==> src/rtl/button_event_decoder.sv <==
// Turns a debounced button level into one-cycle press/release/short/long/double event pulses.
// Optional double-click detection is compiled in with `define DOUBLE_CLICK_EN.
module button_event_decoder #(
  parameter int unsigned FREQ      = 125,
  parameter int unsigned LONG_MS   = 1000,
  parameter int unsigned DCLICK_MS = 300
) (
  input  logic clk,
  input  logic rst,
  input  logic i_sig,
  output logic o_press,
  output logic o_release,
  output logic o_short,
  output logic o_long,
  output logic o_double,
  output logic o_busy
);

  localparam int unsigned TickCycles = FREQ * 1000;
  localparam int unsigned PreW       = $clog2(TickCycles);
  localparam int unsigned MaxMs      = (LONG_MS > DCLICK_MS) ? LONG_MS : DCLICK_MS;
  localparam int unsigned MsW        = $clog2(MaxMs + 1);

  localparam logic [PreW-1:0] PreLast = PreW'(TickCycles - 1);
  localparam logic [MsW-1:0]  LongPre = MsW'(LONG_MS - 1);
`ifdef DOUBLE_CLICK_EN
  localparam logic [MsW-1:0]  DclickPre = MsW'(DCLICK_MS - 1);
`endif

  if (FREQ < 1) begin : g_chk_freq
    $error("FREQ must be >= 1");
  end
  if (LONG_MS < 1) begin : g_chk_long
    $error("LONG_MS must be >= 1");
  end
  if (DCLICK_MS < 1) begin : g_chk_dclick
    $error("DCLICK_MS must be >= 1");
  end

  typedef enum logic [2:0] {
    StIdle,
    StPressed,
`ifdef DOUBLE_CLICK_EN
    StWait2nd,
    StPressed2,
`endif
    StLongHeld
  } state_e;

  state_e          state_q, state_d;
  logic [PreW-1:0] pre_q, pre_d;
  logic [MsW-1:0]  ms_q, ms_d;
  logic            i_sig_q;
  logic            held_q, held_d;
  logic            press_q, release_q, short_q, long_q;
  logic            release_d, short_d, long_d;
  logic            rise, fall, tick, long_hit;
`ifdef DOUBLE_CLICK_EN
  logic            double_q, double_d;
  logic            dclick_hit;
`endif

  always_comb begin
    rise     = i_sig & ~i_sig_q;
    fall     = ~i_sig & i_sig_q;
    tick     = (pre_q == PreLast);
    // Compare against the pre-increment count so the event lands on the edge the count is reached.
    long_hit = tick && (ms_q == LongPre);
`ifdef DOUBLE_CLICK_EN
    dclick_hit = tick && (ms_q == DclickPre);
    double_d   = 1'b0;
`endif
    state_d   = state_q;
    short_d   = 1'b0;
    long_d    = 1'b0;
    release_d = fall & ~held_q;
    held_d    = held_q & i_sig;

    case (state_q)
      StIdle: begin
        if (rise) state_d = StPressed;
      end
      StPressed: begin
        // A fall on the same edge as the long threshold wins and counts as a short press.
        if (fall) begin
`ifdef DOUBLE_CLICK_EN
          state_d = StWait2nd;
`else
          short_d = 1'b1;
          state_d = StIdle;
`endif
        end else if (long_hit) begin
          long_d  = 1'b1;
          state_d = StLongHeld;
        end
      end
      StLongHeld: begin
        if (fall) state_d = StIdle;
      end
`ifdef DOUBLE_CLICK_EN
      StWait2nd: begin
        if (rise) begin
          double_d = 1'b1;
          state_d  = StPressed2;
        end else if (dclick_hit) begin
          short_d = 1'b1;
          state_d = StIdle;
        end
      end
      StPressed2: begin
        if (fall) state_d = StIdle;
      end
`endif
      default: state_d = StIdle;
    endcase

    // Every state change restarts the time base so each interval is measured from its own edge.
    if (state_d != state_q) begin
      pre_d = '0;
      ms_d  = '0;
    end else begin
      pre_d = tick ? '0 : pre_q + 1'b1;
      ms_d  = ms_q;
      if (tick && (ms_q != '1)) ms_d = ms_q + 1'b1;
    end
  end

  always_ff @(posedge clk) begin
    if (rst) begin
      state_q   <= StIdle;
      pre_q     <= '0;
      ms_q      <= '0;
      i_sig_q   <= i_sig;
      held_q    <= i_sig;
      press_q   <= 1'b0;
      release_q <= 1'b0;
      short_q   <= 1'b0;
      long_q    <= 1'b0;
`ifdef DOUBLE_CLICK_EN
      double_q  <= 1'b0;
`endif
    end else begin
      state_q   <= state_d;
      pre_q     <= pre_d;
      ms_q      <= ms_d;
      i_sig_q   <= i_sig;
      held_q    <= held_d;
      press_q   <= rise;
      release_q <= release_d;
      short_q   <= short_d;
      long_q    <= long_d;
`ifdef DOUBLE_CLICK_EN
      double_q  <= double_d;
`endif
    end
  end

  assign o_press   = press_q;
  assign o_release = release_q;
  assign o_short   = short_q;
  assign o_long    = long_q;
  assign o_busy    = (state_q != StIdle);
`ifdef DOUBLE_CLICK_EN
  assign o_double  = double_q;
`else
  assign o_double  = 1'b0;
`endif

endmodule
==> config.mk <==
export PLATFORM = sky130hd
export DESIGN_NAME = button_event_decoder
export DESIGN_NICKNAME = d
export VERILOG_FILES = /design/src/rtl/button_event_decoder.sv
export SDC_FILE = /design/constraint.sdc
export NUM_CORES = 1
export LEC_CHECK = 0
export ABC_CLOCK_PERIOD_IN_PS = 2330
export BUFFER_PORTS_ARGS = -buffer_cell sky130_fd_sc_hd__buf_2
export CORE_UTILIZATION = 40
export CTS_BUF_LIST = sky130_fd_sc_hd__clkbuf_16
export DETAILED_ROUTE_END_ITERATION = 12
export PLACE_DENSITY_LB_ADDON = 0.1
export SKIP_LAST_GASP = 1
export SYNTH_ARGS = -nofsm -noshare
export SYNTH_HDL_FRONTEND = slang
export SYNTH_SLANG_ARGS = --single-unit
==> constraint.sdc <==
create_clock -name clk -period 2.33 [get_ports clk]
set_input_delay 0 -clock clk [delete_from_list [all_inputs] [get_ports clk]]
set_output_delay 0 -clock clk [all_outputs]
set_load 0.01 [all_outputs]
### After elaboration in Yosys (flattened, before gate mapping)

Index checks and enable logic that the tools add are counted.

| cells by class | value |
|---|---|
| $add $sub $neg | 2 |
| eq/ne operators | 6 |
| mux-type cells | 8 |
| bitwise logic cells | 8 |
| reduce and logical (&&, ||, !) cells | 8 |

Operators by type and width:

| cell | number |
|---|---|
| $add A17 B1 Y17 const B | 1 |
| $eq A17 B17 Y1 const B | 1 |
| $mux W3 | 4 |
| $add A10 B1 Y10 const B | 1 |
| $eq A10 B10 Y1 const B | 1 |
| $ne A10 B10 Y1 const B | 1 |
| $pmux W3 S3 | 1 |
| $reduce_or A3 Y1 | 2 |
| $and A1 B1 Y1 | 4 |
| $not A1 Y1 | 4 |
| $reduce_or A2 Y1 | 2 |
| $eq A3 B1 Y1 const B | 1 |
| $eq A3 B2 Y1 const B | 1 |
| $logic_not A3 Y1 | 1 |
| $mux W1 | 3 |
| $ne A3 B3 Y1 | 1 |
| $reduce_bool A3 Y1 | 1 |
| $logic_and A1 B1 Y1 | 2 |

| word-level totals | value |
|---|---|
| flip-flop bits (word level) | 36 |
| output and inout bits | 6 |

### Logic depth before layout (Yosys ltp)

Gate-level depths: netlist (run 1).

| depth | value |
|---|---|
| depth in word-level cells | 7 |
| gate-level depth with buffers | 7 |

### Worst setup path before layout (run 1)

No wires, ideal clock.

| path | value |
|---|---|
| path type | reg2reg |
| start | register ms_q[0] |
| end | register ms_q[7] |
| library setup time | 79 ps |
| data arrival time | 1,572 ps |
| required time | 2,251 ps |
| setup slack | 678 ps |
| stages on the path, launching flop included | 6 |
| period minus slack after synthesis | 1,652 ps |
| cells stage by stage | dfxtp_1 ha_1 and3_1 a211o_1 or4_1 a22oi_1 |

| between the ends | value |
|---|---|
| cells in the longest elaborated chain, start to end | 7 |
| elaborated cells between the ends (all ways) | 10 |
| classes of those cells | 1 x add/sub; 3 x eq/ne; 3 x mux; 3 x reduce/logical |

RTL lines:

| item | RTL line | text |
|---|---|---|
| start: declaration | 52 | `logic [MsW-1:0] ms_q, ms_d;` |
| start signal: assignment | 145 | `ms_q <= ms_d;` |
| $eq A10 B10 Y1 | 68 | `long_hit = tick && (ms_q == LongPre);` |
| $logic_and A1 B1 Y1 | 68 |  |
| $mux W3 | 92 | `end else if (long_hit) begin` |
| $mux W3 | 85 | `if (fall) begin` |
| $pmux W3 S3 | 79 | `case (state_q)` |
| $ne A3 B3 Y1 | 118 | `if (state_d != state_q) begin` |
| $reduce_or A2 Y1 (no line) | -- |  |

Several ways; a longest one is shown, not always the timed one.
A chain may end at the register's enable or synchronous reset.

### Worst setup path in the final report (run 1)

| path | value |
|---|---|
| start | register pre_q[0] |
| end | register ms_q[9] |

| between the ends | value |
|---|---|
| cells in the longest elaborated chain, start to end | 7 |
| elaborated cells between the ends (all ways) | 8 |
| classes of those cells | 2 x eq/ne; 3 x mux; 3 x reduce/logical |

RTL lines:

| item | RTL line | text |
|---|---|---|
| start: declaration | 51 | `logic [PreW-1:0] pre_q, pre_d;` |
| start signal: assignment | 144 | `pre_q <= pre_d;` |
| $eq A17 B17 Y1 * | 66 | `tick = (pre_q == PreLast);` |
| $logic_and A1 B1 Y1 | 68 |  |
| $mux W3 | 92 |  |
| $mux W3 | 85 |  |
| $pmux W3 S3 | 79 |  |
| $ne A3 B3 Y1 | 118 |  |
| $reduce_or A2 Y1 (no line) | -- |  |

Every way passes the cells marked *; elsewhere a longest branch is shown, timed or not.

==> results of run 1 <==
==> logic make-up (layout without fill, tap and decap cells) <==
logic type	count (synthesis)	in the layout	synth area share, %
simple gates	90	90	31.9
buf+inv	11	25	3.20
fa+ha+maj	2	2	1.46
flops	36	36	41.9
compound gates	33	33	14.7
xor+xnor	13	13	6.62
other cells	1	2	0.218
==> timing repair <==
item                                    in CTS  in global routing
endpoints found under the hold margin        5                  0
hold buffers                                 2                  0
endpoints found under the setup margin       0                  0
==> worst min path at each step <==
stage | end | slack, ps | cells past startpoint
global route | o_release$_SDFF_PP0_ | 450 | 1
floorplan | i_sig_q$_DFF_P_ | 30 | 0
CTS | o_release$_SDFF_PP0_ | 420 | 1
finish | o_release$_SDFF_PP0_ | 420 | 1
global placement | i_sig_q$_DFF_P_ | 170 | 1
detailed placement | i_sig_q$_DFF_P_ | 180 | 1
==> cells in the mapped netlist (all sizes together) (3+ instances only) <==
cell type   n
nand3      10
inv         5
nor3        7
o21ai       3
or4         7
or3         4
nor2       19
nand2b      3
nand4       8
xnor2       9
dfxtp      36
xor2        4
and4        3
nor4        4
a22oi       9
nand2      10
buf         4
o31ai      10
nor4b       4
==> power breakdown <==
| group | switching [W] | internal (W) | leakage, nW | total, W |
|---|---|---|---|---|
| sequential | 0.00000540 | 0.000623 | 0.292 | 0.000628 |
| combinational | 0.0000239 | 0.0000153 | 0.268 | 0.0000392 |
| clock | 0.000241 | 0.000497 | 0.0789 | 0.000738 |
==> metal layers <==
metal	vias up	wire (µm)	track usage, %
met5	-	0	0
met4	0	25	7.98
met3	2	65	3.55
met2	12	1650	31.6
met1	669	1680	21.7
li1	722	-	-
==> state kept, by name, indices dropped and copies added, names as in the netlist <==
signal	count
o_short	1
o_long	1
state_q	3
o_release	1
o_press	1
i_sig_q	1
held_q	1
pre_q	17
ms_q	10
==> cells in the final DEF (no fill, tap or decap), types with 2 or more instances in the layout <==
cell / count
and4_1: 3
a211o_1: 2
nor3b_1: 2
nand4_1: 5
and3_1: 2
nor3_1: 7
nor2_1: 19
nand3_1: 10
or3_1: 4
nor4_1: 4
o21a_1: 2
xnor2_1: 9
conb_1: 2
dfxtp_1: 36
or4_1: 7
a22oi_1: 9
buf_4: 3
buf_2: 7
inv_1: 5
nor4b_2: 3
clkinv_1: 2
o31ai_1: 10
clkbuf_16: 5
nand4_2: 3
o21ai_0: 3
dlygate4sd3_1: 2
a21oi_1: 2
ha_1: 2
nand2b_1: 3
xor2_1: 4
nand2_1: 10
==> area by class of cell <==
class                      count  area share [%]
multi-input combinational    140            47.6
clock buffer                   5            6.29
inverter                       5           0.943
clock inverter                 3            1.89
tap                           50            3.14
timing repair buffer          12            3.90
sequential                    36            36.2
==> per-stage QoR <==
step | util (%) | power [W] | hold slack, ps | std cells | area, µm²
after floorplan | - | 0.000666 | 27.7 | 187 | 1720
after global placement | 44.5 | 0.000677 | 171 | 241 | 1810
after detailed placement | 44.5 | 0.000678 | 183 | 241 | 1810
after CTS | 49.0 | 0.00142 | 423 | 251 | 1990
after global routing | 49.0 | 0.00145 | 451 | 251 | 1990
final | 49.0 | 0.00141 | 418 | 251 | 1990
==> critical path, delay by kind of cell (launching register included) <==
kind	cells	cell delay [ps]
simple gates	3	1270
compound gates	1	160
fa+ha+maj	1	220
flops	1	350
==> results.sh, run 1 <==
export IMPL_skew_ps=3.71
export IMPL_slowest_delay_ps=660
export IMPL_postCtsSetupRepairBufs=0
export IMPL_yosys_area_top_type_share_pct=41.9
export IMPL_htreeDepth=2
export IMPL_ant_nets=0
export IMPL_endpoint="ms_q[9]$_SDFFE_PP0P_"
export IMPL_hp_start="held_q$_DFF_P_"
export IMPL_coreArea_um2=4060
export IMPL_setup_slack_ps=247
export IMPL_cts_sinks=36
export IMPL_cts_resized=0
export IMPL_cts_tree="done"
export IMPL_die_h_um=67.6
export IMPL_synth_seq_area_share_pct=41.9
export IMPL_grt_max_degree=21
export IMPL_p_leak_nw=0.638
export IMPL_io_pin_count=9
export IMPL_die_w_um=67.6
export IMPL_finalWirelength_um=3420
export IMPL_setup_tns_final_ps=0
export IMPL_antenna_found_initial=0
export IMPL_slew_headroom_pct=66.2
export IMPL_slew_viol_final=0
export IMPL_r2r_start="pre_q[0]$_SDFF_PP0_"
export IMPL_clockRootBuffer="clkbuf_16"
export IMPL_synthTopCellsByArea="dfxtp_1, xnor2_1, o31ai_1"
export IMPL_max_cap_violations=0
export IMPL_crit_fanout=20
export IMPL_hp_class="reg -> reg"
export IMPL_area_growth_pct=15.7
export IMPL_final_seq_area_um2=721
export IMPL_worstSetupStartpoint="pre_q[0]$_SDFF_PP0_"
export IMPL_numCtsBuffers=5
export IMPL_reg2reg_slack_ps=250
export IMPL_critPathCaptureType="flop"
export IMPL_period_needed_ps=2080
export IMPL_grt_pass1_vias=1424
export IMPL_nFillCells=387
export IMPL_powerDensity_nw_per_um2=706
export IMPL_drtPass1Iterations=4
export IMPL_r2r_end="ms_q[9]$_SDFFE_PP0P_"
export IMPL_multi_input_area_um2=947
export IMPL_worst_ep_arrival_time_ps=2280
export IMPL_worstSetupPathType="reg -> reg"
export IMPL_routed_via_count=1405
export IMPL_hold_viol=0
export IMPL_drive_above_1_share_pct=12.4
export IMPL_synth_area_um2=1720
export IMPL_insertedDiodeCount=0
export IMPL_grt_usage_pct=18.3
export IMPL_rows=23
export IMPL_nets=205
export IMPL_ys_ff_latch=36
export IMPL_avgSynthCellArea_um2=9.24
export IMPL_ys_warnings_count=0
export IMPL_syn_inst=186
export IMPL_path_cells="ha_1 -> and4_1 -> nand4_2 -> or4_1 -> a22oi_1"
export IMPL_dpl_hpwl_um=2320
export IMPL_grt_pass1_wl_um=6270
export IMPL_clkTransAtPathRegs_ps=50
export IMPL_grt_ovfl_total=0
export IMPL_max_slew_worst_pin_slew_ps=507
export IMPL_wl_per_cell_um=13.6
export IMPL_drc=0
export IMPL_peakVddDrop_uv=421
export IMPL_die_area_um2=4560
export IMPL_avgViaCountPerCell=5.60
export IMPL_clk_latency_ps=270
export IMPL_synthFlopType="dfxtp_1"
export IMPL_clock_fmax_mhz=480
export IMPL_initial_core_util_pct=42.4
export IMPL_cpMaxStageDelayCell="or4_1"
export IMPL_status="finished, final reports clean"
export IMPL_gp_congestion=0.800
export IMPL_io_buffers=7
export IMPL_synth_cell_types=43
export IMPL_async_flop_share_pct=0
export IMPL_drt_iter0_drc=129
export IMPL_clock_path_buffers=2
export IMPL_startpoint_type="flop"
export IMPL_synth_edff_count=0
export IMPL_r2r_cells=5
export IMPL_place_ws_ps=249
export IMPL_worstPathRequired_ps=2520
export IMPL_finalCritPeriodShare_pct=89.4
export IMPL_setup_viol=0
export IMPL_rsz0062_at_grt="no"
export IMPL_yosys_area_top_type="dfxtp_1"
No activity file was read; power rests on OpenSTA's default activity.
==> run 2: changes to the inputs <==
- ABC_CLOCK_PERIOD_IN_PS: 2330 -> 1800
- CAP_MARGIN: not set -> 30
- clock period: 2.33 -> 1.8 ns (I/O delays scaled with it)
==> results.sh, run 2 (synthesized netlist as in run 1, its figures left out) <==
export IMPL_finalWirelength_um=3830
export IMPL_reg_largest_list="pre_q (17), ms_q (10), state_q (3)"
export IMPL_numCtsBuffers=5
export IMPL_area_growth_pct=31.4
export IMPL_drtPass1Iterations=4
export IMPL_final_cell_mix="dfxtp_1, buf_4, nor2_1"
export IMPL_dpl_hpwl_um=2480
export IMPL_io_pin_count=9
export IMPL_p_leak_nw=0.772
export IMPL_die_h_um=67.6
export IMPL_setup_slack_ps=60.8
export IMPL_ant_nets=0
export IMPL_place_ws_ps=2.35
export IMPL_nets=226
export IMPL_finalNonFillerCells=272
export IMPL_grt_ovfl_total=0
export IMPL_status="finished, final reports clean"
export IMPL_sw_frac_of_total_pct=21.8
export IMPL_clkTransAtPathRegs_ps=60
export IMPL_slowest_delay_ps=510
export IMPL_grt_pass1_wl_um=5970
export IMPL_avgViaCountPerCell=5.51
export IMPL_finalCritPeriodShare_pct=96.6
export IMPL_peakVddDrop_uv=575
export IMPL_io_buffers=7
export IMPL_worstSetupPathType="reg -> reg"
export IMPL_grt_pass1_vias=1354
export IMPL_setup_viol=0
export IMPL_combPwrFrac_pct=3.6
export IMPL_critPathCaptureType="flop"
export IMPL_routed_via_count=1499
export IMPL_coreArea_um2=4060
export IMPL_clock_fmax_mhz=575
export IMPL_placed_area_um2=1950
export IMPL_die_area_um2=4560
export IMPL_hp_class="in -> reg"
export IMPL_insertedDiodeCount=0
export IMPL_cts_tree="done"
export IMPL_worstPathRequired_ps=2010
export IMPL_crit_fanout=8
export IMPL_drt_iter0_drc=77
export IMPL_regMostFlops="pre_q"
export IMPL_slew_viol_final=0
export IMPL_final_common_cell="dfxtp_1"
export IMPL_clk_latency_ps=280
export IMPL_seq_power_share_pct=47.5
export IMPL_power_frac_clock_pct=48.9
export IMPL_fin_util_pct=55.7
export IMPL_clock_path_buffers=2
export IMPL_antenna_found_initial=0
export IMPL_htreeDepth=2
export IMPL_max_cap_violations=0
export IMPL_hold_viol=0
export IMPL_skew_ps=2.26
export IMPL_dpl_cell_count=257
export IMPL_cts_sinks=36
export IMPL_drive_above_1_share_pct=26.1
export IMPL_drc=0
export IMPL_p_switching_w=0.000374
export IMPL_gp_congestion=0.761
export IMPL_rows=23
export IMPL_period_needed_ps=1740
export IMPL_grt_usage_pct=17.8
export IMPL_clockRootBuffer="clkbuf_16"
export IMPL_nFillCells=362
export IMPL_initial_core_util_pct=42.4
export IMPL_powerDensity_nw_per_um2=760
export IMPL_startpoint_type="flop"
export IMPL_grt_max_degree=26
export IMPL_largest_reg_flops=17
export IMPL_cpMaxStageDelayCell="or4_4"
export IMPL_fin_area_um2=2260
export IMPL_worst_ep_arrival_time_ps=1950
export IMPL_rsz0062_at_grt="yes"
export IMPL_wl_per_cell_um=14.1
export IMPL_die_w_um=67.6
export IMPL_p_int_w=0.00134
export IMPL_path_cells="ha_4 -> and4_4 -> nand4_4 -> buf_12 -> or4_4 -> a22oi_2"
[run 2: cell count changes in the layout (fill, tap and decap cells not counted), sizes merged]
cell    delta
buf       +20
clkbuf     +1
bufinv     -1
clkinv     +1
[run 2: path summary, 6_finish.rpt]
check	start	end	slack, ps	cells past startpoint
setup reg to reg	pre_q[0]$_SDFF_PP0_	ms_q[3]$_SDFFE_PP0P_	60	6
hold reg to reg	held_q$_DFF_P_	o_release$_SDFF_PP0_	440	1
hold / removal	i_sig	i_sig_q$_DFF_P_	440	2
setup / recovery	pre_q[0]$_SDFF_PP0_	ms_q[3]$_SDFFE_PP0P_	60	6
[run 2: per-layer routing]
metal  vias up  share of wire [%]  GRT usage (%)
li1        765                  -              -
met5         -                  0              0
met1       699                 48           20.7
met4         0                1.5           7.18
met2        28                 47           29.7
met3         7                3.8           6.08
[run 2: power by group through the flow]
stage / registers [W] / logic (W) / clock network (W)
final: 0.000815 / 0.0000621 / 0.000840
after global placement: 0.000830 / 0.0000537 / 0
after floorplan: 0.000828 / 0.0000343 / 0
after global routing: 0.000815 / 0.0000680 / 0.000904
after detailed placement: 0.000830 / 0.0000548 / 0
after CTS: 0.000813 / 0.0000584 / 0.000860
[run 2: worst max-delay path, delay by kind of cell, from the launching register on]
family	cells	cell delay [ps]
flip-flops	1	360
AND/OR/NAND/NOR	3	840
buffers and inverters	1	170
AO/OA/AOI/OAI	1	150
adder cells (fa/ha/maj)	1	140
[run 2: timing repair]
item | in CTS | in global routing
resized for setup | 1 | 18
cloned | 0 | 1
buffers inserted | 0 | 4
endpoints found under the hold margin | 4 | 0
hold buffers | 2 | 0
pin swaps | 0 | 7
setup endpoints to repair | 1 | 17
[run 2: layout make-up]
type / instances / area, µm² / area share (%)
multi-input cells: 140 / 1030 / 45.5
flip-flops and latches: 36 / 724 / 32.1
repair buffers: 33 / 282 / 12.5
clock buffers: 5 / 125 / 5.54
well taps: 50 / 62.6 / 2.77
clock inverters: 3 / 18.8 / 0.831
inverters: 5 / 18.8 / 0.831
[run 2: per-stage QoR]
step / setup TNS [ps] / total power (W) / hold WS, ps
finish: 0 / 0.00172 / 438
global route: -27.8 / 0.00179 / 442
CTS: 0 / 0.00173 / 424
detailed placement: 0 / 0.000885 / 175
global placement: 0 / 0.000883 / 172
floorplan: 0 / 0.000863 / 27.7
==> run 3: changes to the inputs <==
- PLACE_DENSITY: not set -> 0.58
- PLACE_DENSITY_LB_ADDON: 0.1 -> not set
==> results.sh, run 3 (synthesized netlist as in run 1, its figures left out) <==
export IMPL_critPathCaptureType="flop"
export IMPL_grt_pass1_vias=1441
export IMPL_area_growth_pct=34.1
export IMPL_die_w_um=67.6
export IMPL_rows=23
export IMPL_cts_sinks=36
export IMPL_gp_congestion=0.776
export IMPL_hold_viol=0
export IMPL_grt_usage_pct=18.1
export IMPL_clock_path_buffers=2
export IMPL_drtPass1Iterations=4
export IMPL_worstPathRequired_ps=1960
export IMPL_final_cell_mix="dfxtp_1, buf_4, nor2_1"
export IMPL_cts_tree="done"
export IMPL_powerDensity_nw_per_um2=799
export IMPL_finalCritPeriodShare_pct=96.9
export IMPL_insertedDiodeCount=0
export IMPL_slew_viol_final=0
export IMPL_rsz0062_at_grt="yes"
export IMPL_largest_reg_flops=17
export IMPL_final_common_cell="dfxtp_1"
export IMPL_grt_ovfl_total=0
export IMPL_wl_per_cell_um=14.0
export IMPL_worst_ep_arrival_time_ps=1900
export IMPL_drc=0
export IMPL_grt_max_degree=18
export IMPL_dpl_hpwl_um=2650
export IMPL_nets=231
export IMPL_clock_fmax_mhz=573
export IMPL_setup_viol=0
export IMPL_clkTransAtPathRegs_ps=50
export IMPL_avgViaCountPerCell=5.57
export IMPL_fin_area_um2=2310
export IMPL_htreeDepth=2
export IMPL_fin_util_pct=56.8
export IMPL_io_buffers=7
export IMPL_die_area_um2=4560
export IMPL_skew_ps=2.65
export IMPL_cp_top_family="compound AO/OA/AOI/OAI gates"
export IMPL_period_needed_ps=1740
export IMPL_status="finished, final reports clean"
export IMPL_finalWirelength_um=3870
export IMPL_regMostFlops="pre_q"
export IMPL_grt_pass1_wl_um=6150
export IMPL_peakVddDrop_uv=520
export IMPL_cpMaxStageDelayCell="dfxtp_1"
export IMPL_numCtsBuffers=5
export IMPL_coreArea_um2=4060
export IMPL_max_cap_violations=0
export IMPL_reg_largest_list="pre_q (17), ms_q (10), state_q (3)"
export IMPL_p_leak_nw=0.812
export IMPL_path_cells="ha_1 -> and4_4 -> nand4_4 -> clkbuf_16 -> buf_4 -> o21a_1 -> o2bb2a_1"
export IMPL_drive_above_1_share_pct=27.3
export IMPL_crit_fanout=5
export IMPL_drt_iter0_drc=121
export IMPL_startpoint_type="flop"
export IMPL_placed_area_um2=1980
export IMPL_worst_path_buf_inv=2
export IMPL_clk_latency_ps=280
export IMPL_hp_class="reg -> reg"
export IMPL_io_pin_count=9
export IMPL_worstSetupPathType="reg -> reg"
export IMPL_initial_core_util_pct=42.4
export IMPL_ant_nets=0
export IMPL_clockRootBuffer="clkbuf_16"
export IMPL_die_h_um=67.6
export IMPL_antenna_found_initial=0
export IMPL_slowest_delay_ps=340
export IMPL_routed_via_count=1542
[run 3: worst paths after layout]
path                       start                    to  slack (ps)  cells after the start
max reg2reg  pre_q[0]$_SDFF_PP0_  ms_q[1]$_SDFFE_PP0P_          60                      7
min reg2reg       held_q$_DFF_P_  o_release$_SDFF_PP0_         430                      1
max          pre_q[0]$_SDFF_PP0_  ms_q[1]$_SDFFE_PP0P_          60                      7
min               held_q$_DFF_P_  o_release$_SDFF_PP0_         430                      1
[run 3: final cells by class]
| class | count | area, µm² |
|---|---|---|
| multi-input cells | 140 | 1010 |
| repair buffers | 38 | 329 |
| inverters | 5 | 18.8 |
| clock buffers | 5 | 125 |
| fillers | 347 | 1750 |
| flip-flops and latches | 36 | 722 |
| clock inverters | 3 | 38.8 |
| well taps | 50 | 62.6 |
[run 3: layer usage]
layer	GRT usage (%)	vias up	part of all wire, %
met4	7.18	0	0.88
met1	23.5	744	48
met5	0	-	0
li1	-	774	-
met2	28.8	19	49
met3	4.05	5	2.2
[run 3: power by group]
| group | internal (W) | switching [W] |
|---|---|---|
| sequential | 0.000806 | 0.00000729 |
| clock | 0.000645 | 0.000318 |
| combinational | 0.0000319 | 0.0000355 |
| total | 0.00148 | 0.000360 |
[run 3: through the flow]
| step | power, W | hold slack (ps) | setup TNS (ps) | cells | worst slack, ps |
|---|---|---|---|---|---|
| 2_1_floorplan | 0.000863 | 27.7 | 0 | 187 | 148 |
| 3_3_place_gp | 0.000889 | 167 | 0 | 263 | 96.8 |
| 3_5_place_dp | 0.000891 | 183 | 0 | 263 | 46.6 |
| 4_1_cts | 0.00186 | 430 | 0 | 273 | 14.7 |
| 5_1_grt | 0.00191 | 447 | -60.4 | 277 | -28.2 |
| 6_report | 0.00184 | 428 | 0 | 277 | 55.9 |
[run 3: what timing repair did]
item	in CTS	in global routing
cloned	0	1
buffers inserted	0	3
pin swaps	0	21
endpoints found under the hold margin	5	0
hold buffers	2	0
setup endpoints to repair	5	10
resized for setup	2	20
